### config.mk
export PLATFORM = sky130hd
export DESIGN_NAME = uart_tx_streamer
export DESIGN_NICKNAME = d
export VERILOG_FILES = /design/src/rtl/uart_pkg.sv /design/src/rtl/uart_tx_streamer.sv
export SDC_FILE = /design/constraint.sdc
export NUM_CORES = 1
export LEC_CHECK = 0
export CORE_UTILIZATION = 23
export DETAILED_ROUTE_END_ITERATION = 8
export PLACE_DENSITY = 0.48
export SETUP_SLACK_MARGIN = 0.5
export SLEW_MARGIN = 40
export SYNTH_ARGS = -nofsm -noshare
export SYNTH_HDL_FRONTEND = slang
export SYNTH_SLANG_ARGS = --single-unit
### constraint.sdc
create_clock -name PCLK -period 2.3 [get_ports PCLK]
set_input_delay 0.46 -clock PCLK [delete_from_list [all_inputs] [get_ports PCLK]]
set_output_delay 0.46 -clock PCLK [all_outputs]
set_load 0.005 [all_outputs]
### src/rtl/uart_pkg.sv
// rtl/uart_pkg.sv - PL011 register offsets, TXFF bit index and streamer FSM states
package uart_pkg;

  localparam logic [11:0] UART_DR   = 12'h000;
  localparam logic [11:0] UART_FR   = 12'h018;
  localparam logic [11:0] UART_IBRD = 12'h024;
  localparam logic [11:0] UART_FBRD = 12'h028;
  localparam logic [11:0] UART_LCRH = 12'h02C;
  localparam logic [11:0] UART_CR   = 12'h030;

  localparam int TXFF_BIT = 5;

  typedef enum logic [2:0] {
    INIT_SETUP,
    INIT_ACCESS,
    IDLE,
    POLL_SETUP,
    POLL_ACCESS,
    WR_SETUP,
    WR_ACCESS
  } state_e;

endpackage

### src/rtl/uart_tx_streamer.sv
// rtl/uart_tx_streamer.sv - APB master that configures a PL011 and streams bytes to UARTDR
// Optional TX-FIFO-full polling and stall detection: UART_TX_STREAMER_FLOWCTL_EN
module uart_tx_streamer
  import uart_pkg::*;
#(
  parameter logic [15:0] IBRD_INIT  = 16'd27,
  parameter logic [5:0]  FBRD_INIT  = 6'd8,
  parameter logic [15:0] LCRH_INIT  = 16'h0070,
  parameter logic [15:0] CR_INIT    = 16'h0301,
  parameter logic [7:0]  POLL_LIMIT = 8'd255
) (
  input  logic        PCLK,
  input  logic        PRESET,
  input  logic [7:0]  byte_in,
  input  logic        byte_valid,
  output logic        byte_ready,
  output logic        PSEL,
  output logic        PENABLE,
  output logic        PWRITE,
  output logic [11:0] PADDR,
  output logic [15:0] PWDATA,
  input  logic [15:0] PRDATA,
  output logic        init_done,
  output logic        tx_stall
);

  state_e      state, state_d;
  logic [1:0]  idx, idx_d;
  logic [7:0]  hold, hold_d;
  logic        init_d;
  logic        psel_d, penable_d, pwrite_d;
  logic [11:0] paddr_d;
  logic [15:0] pwdata_d;

  assign byte_ready = (state == IDLE) && init_done;

`ifdef UART_TX_STREAMER_FLOWCTL_EN
  logic [7:0] poll_cnt, poll_cnt_d;
  assign tx_stall = (poll_cnt >= POLL_LIMIT);
`else
  logic unused_cfg;
  assign unused_cfg = ^{PRDATA, POLL_LIMIT};
  assign tx_stall   = 1'b0;
`endif

  always_comb begin
    state_d   = state;
    idx_d     = idx;
    hold_d    = hold;
    init_d    = init_done;
`ifdef UART_TX_STREAMER_FLOWCTL_EN
    poll_cnt_d = poll_cnt;
`endif
    psel_d    = 1'b0;
    penable_d = 1'b0;
    pwrite_d  = 1'b0;
    paddr_d   = 12'h000;
    pwdata_d  = 16'h0000;

    case (state)
      // Bus outputs are registered from the next state, so the first cycle
      // after reset is spent loading the IBRD setup phase onto the bus.
      INIT_SETUP: if (PSEL) state_d = INIT_ACCESS;
      INIT_ACCESS: begin
        idx_d = idx + 2'd1;
        if (idx == 2'd3) begin
          state_d = IDLE;
          init_d  = 1'b1;
        end else begin
          state_d = INIT_SETUP;
        end
      end
      IDLE: begin
        if (byte_valid && byte_ready) begin
          hold_d = byte_in;
`ifdef UART_TX_STREAMER_FLOWCTL_EN
          state_d = POLL_SETUP;
`else
          state_d = WR_SETUP;
`endif
        end
      end
`ifdef UART_TX_STREAMER_FLOWCTL_EN
      POLL_SETUP: state_d = POLL_ACCESS;
      POLL_ACCESS: begin
        if (PRDATA[TXFF_BIT]) begin
          poll_cnt_d = (poll_cnt == 8'hFF) ? poll_cnt : poll_cnt + 8'd1;
          state_d    = POLL_SETUP;
        end else begin
          poll_cnt_d = 8'd0;
          state_d    = WR_SETUP;
        end
      end
`endif
      WR_SETUP:  state_d = WR_ACCESS;
      WR_ACCESS: state_d = IDLE;
      default:   state_d = INIT_SETUP;
    endcase

    case (state_d)
      INIT_SETUP, INIT_ACCESS: begin
        psel_d    = 1'b1;
        penable_d = (state_d == INIT_ACCESS);
        pwrite_d  = 1'b1;
        case (idx_d)
          2'd0:    begin paddr_d = UART_IBRD; pwdata_d = IBRD_INIT;          end
          2'd1:    begin paddr_d = UART_FBRD; pwdata_d = {10'd0, FBRD_INIT}; end
          2'd2:    begin paddr_d = UART_LCRH; pwdata_d = LCRH_INIT;          end
          default: begin paddr_d = UART_CR;   pwdata_d = CR_INIT;            end
        endcase
      end
`ifdef UART_TX_STREAMER_FLOWCTL_EN
      POLL_SETUP, POLL_ACCESS: begin
        psel_d    = 1'b1;
        penable_d = (state_d == POLL_ACCESS);
        paddr_d   = UART_FR;
      end
`endif
      WR_SETUP, WR_ACCESS: begin
        psel_d    = 1'b1;
        penable_d = (state_d == WR_ACCESS);
        pwrite_d  = 1'b1;
        paddr_d   = UART_DR;
        pwdata_d  = {8'h00, hold_d};
      end
      default: ;
    endcase
  end

  always_ff @(posedge PCLK or posedge PRESET) begin
    if (PRESET) begin
      state     <= INIT_SETUP;
      idx       <= 2'd0;
      hold      <= 8'h00;
      init_done <= 1'b0;
      PSEL      <= 1'b0;
      PENABLE   <= 1'b0;
      PWRITE    <= 1'b0;
      PADDR     <= 12'h000;
      PWDATA    <= 16'h0000;
    end else begin
      state     <= state_d;
      idx       <= idx_d;
      hold      <= hold_d;
      init_done <= init_d;
      PSEL      <= psel_d;
      PENABLE   <= penable_d;
      PWRITE    <= pwrite_d;
      PADDR     <= paddr_d;
      PWDATA    <= pwdata_d;
    end
  end

`ifdef UART_TX_STREAMER_FLOWCTL_EN
  always_ff @(posedge PCLK or posedge PRESET) begin
    if (PRESET) poll_cnt <= 8'd0;
    else        poll_cnt <= poll_cnt_d;
  end
`endif

endmodule

==> qor.yml <==
status: "finished, final reports clean"
met1_usage_pct: 12.1
synth.avg_cell_area_sq_um: 12.8
die_x_um: 79.6
reg2reg_slack_ps: 390
skew_ps: 8.55
crit_family: "flip-flops"
h-tree-depth: 2
cp.required_ps: 2470
cell_internal_pwr_mw: 2.06
synth-main-ff-cell: "dfrtp_1"
cts.clk_slew.worst_paths_ps: 60
grt_pass1_wl_um: 4760
p_sw_uw: 940
antenna_found_initial: 0
cts.sinks: 29
fill_cells: 551
start_util_pct: 24.6
power.density_nw_per_um2: 1490
cp.arrival_ps: 2070
io_pins: 61
power_leakage_nw: 0.897
min_period_ps: 1910
critical_path_class: "flop to flop"
grt_max_degree: 30
switching_share_pct: 31.3
diodes: 0
endpoint_kind: "flop"
vias: 931
comb_power_share_pct: 54.1
overflow: 0
clock_latency_ps: 280
synth-seq-cells: 29
cp_max_fo: 5
setup_tns_ps: 0
finalHoldViolations: 0
worst_path_largest_cell_delay_ps: 420
synth_cells: 108
synth_cell_types: 37
yosys.area.top_type_share_pct: 52.4
setup_viol: 0
numCtsBuffers: 5
synth_edf_count: 0
drc: 0
maxCapViolations: 0
timing.fmax_ghz: 0.524
slew_violations: 0
synth.cell_area_sq_um: 1390
rsz0062_at_grt: "yes"
final_cell_area_sq_um: 2010
yosysWarnings: 0
die_h_um: 79.6
grt_util_met2_pct: 16.7
fin_crit_sh_pct: 82.9
clkPwrFrac_pct: 18.1
crit_path_start_kind: "flop"
cp_slowest_cell: "dfrtp_2"
io_buffers: 29
peakVddDrop_mv: 0.425
ant_nets: 0
drtIter0Drc: 29
use_met3_pct: 3.20
grt_pass1_vias: 943
rows: 27
placed_cell_area_sq_um: 1760
min_path_type: "flop to flop"
ys_top_cells_by_area: "dfrtp_1 52%, buf_4 9.2%, mux2_2 6.5%"
async_flop_share_pct: 100
cts_buffer_depth: 2
worstPathCellList: "nor2b_4, nor2b_4, buf_8, xor2_4, buf_4, ha_2, a2111oi_4, buf_4, a221o_1"
seq_area_frac_synth_pct: 52.4
clock-root-buffer: "clkbuf_8"
wl_per_cell_um: 13.3
dpl.hpwl_um: 2030
drive_gt1_share_pct: 35.7
cts_hold_buf: 0
wirelength_um: 3010
drt-vias-per-instance: 4.12
busiest_layer: "met2"
core_area_sq_um: 5640
gp_congestion: 0.756
cts_tree: "done"
dieArea_sq_um: 6340
critPathBufInv: 3
area_delta_synth_final_pct: 45.3
first_pass_iters: 4
synth_area_leader_cell: "dfrtp_1"
nets: 186
grt_usage_pct: 10.3
seqPwrFrac_pct: 27.8
## power by group through the flow
| stage | Clock [mW] | Sequential (mW) | Combinational (mW) |
|---|---|---|---|
| floorplan | 0 | 0.859 | 0.789 |
| detailed placement | 0 | 0.854 | 1.30 |
| finish | 0.543 | 0.834 | 1.63 |
| CTS | 0.557 | 0.850 | 1.50 |
| global placement | 0 | 0.839 | 1.27 |
| global route | 0.579 | 0.859 | 1.79 |
## state kept, by name, summed over array words and instances (netlist names)
name       cells
PENABLE        1
PWRITE         1
state          3
PADDR          4
idx            2
init_done      1
hold           8
PWDATA         9
## placed cells by master, fill, tap and decap left out, types with 2 or more instances in the layout
master	netlist	final
ha_1	6	3
or2_2	2	2
and2_1	6	6
clkdlybuf4s50_1	0	28
mux2_2	8	8
inv_1	2	2
dfrtp_1	29	27
clkbuf_8	0	6
nor2b_4	0	2
dfrtp_2	0	2
ha_2	0	2
conb_1	1	15
a22o_2	2	2
a221o_1	6	6
buf_4	17	14
## worst paths after layout
check,start,endpoint,cells after the start
max,state[1]$_DFF_PP0_,PWDATA[3]$_DFF_PP0_,9
min,init_done$_DFFE_PP0P_,init_done$_DFFE_PP0P_,1
max reg2reg,state[1]$_DFF_PP0_,PWDATA[3]$_DFF_PP0_,9
min reg2reg,init_done$_DFFE_PP0P_,init_done$_DFFE_PP0P_,1
max in group asynchronous,PRESET,idx[0]$_DFF_PP0_,3
min in group asynchronous,PRESET,PADDR[5]$_DFF_PP0_,3
## layer usage
layer | up-vias | part of all wire [%]
li1 | 435 | -
met1 | 457 | 42
met2 | 33 | 51
met3 | 6 | 4.2
met4 | 0 | 2.2
met5 | - | 0
## worst reg2reg max path: stages, from the launching register on
cell,delay [ps]
dfrtp_2,420
nor2b_4,120
nor2b_4,160
buf_8,150
xor2_4,170
buf_4,130
ha_2,220
a2111oi_4,40
buf_4,130
a221o_1,240
## cell usage after synthesis (2+ instances only)
library cell / instances
nor2b_1: 2
or2_2: 2
a221o_1: 6
nor2_1: 2
ha_1: 6
and2_1: 6
a22o_2: 2
mux2_2: 8
dfrtp_1: 29
buf_4: 17
inv_1: 2
## through the flow
step	power, mW	util [%]	setup slack (ps)	instances	hold WS [ps]
after floorplan	1.65	-	420	122	465
after global placement	2.11	31.1	170	210	470
after detailed placement	2.15	31.1	128	210	486
after CTS	2.91	34.6	379	222	500
after global routing	3.22	35.7	272	226	518
final	3.00	35.7	393	226	493
## cells by family after synthesis
family / count (synthesis) / synth area share, %
DFF: 29 / 52.4
muxes: 10 / 8.04
adders and majority gates: 6 / 5.42
buffers and inverters: 22 / 11.2
AOI/OAI and AO/OA: 15 / 9.76
other: 1 / 0.271
and+or+nand+nor: 23 / 11.7
xor gates and xnor gates: 2 / 1.26
## cell type report
class | instances | area [sq um] | share of cell area [%]
clock buffers | 7 | 86.3 | 4.29
clock inverters | 1 | 30.0 | 1.49
inverters | 2 | 7.51 | 0.373
multi-input cells | 71 | 658 | 32.7
flip-flops and latches | 29 | 728 | 36.2
well taps | 72 | 90.1 | 4.48
repair buffers | 44 | 412 | 20.5
## repair_timing
| action | CTS | global route |
|---|---|---|
| resized for setup | 11 | 7 |
| endpoints found under the setup margin | 5 | 6 |
| pin swaps | 2 | 4 |
| setup buffers | 4 | 4 |
Note: power is estimated with default switching activity, not from simulation.
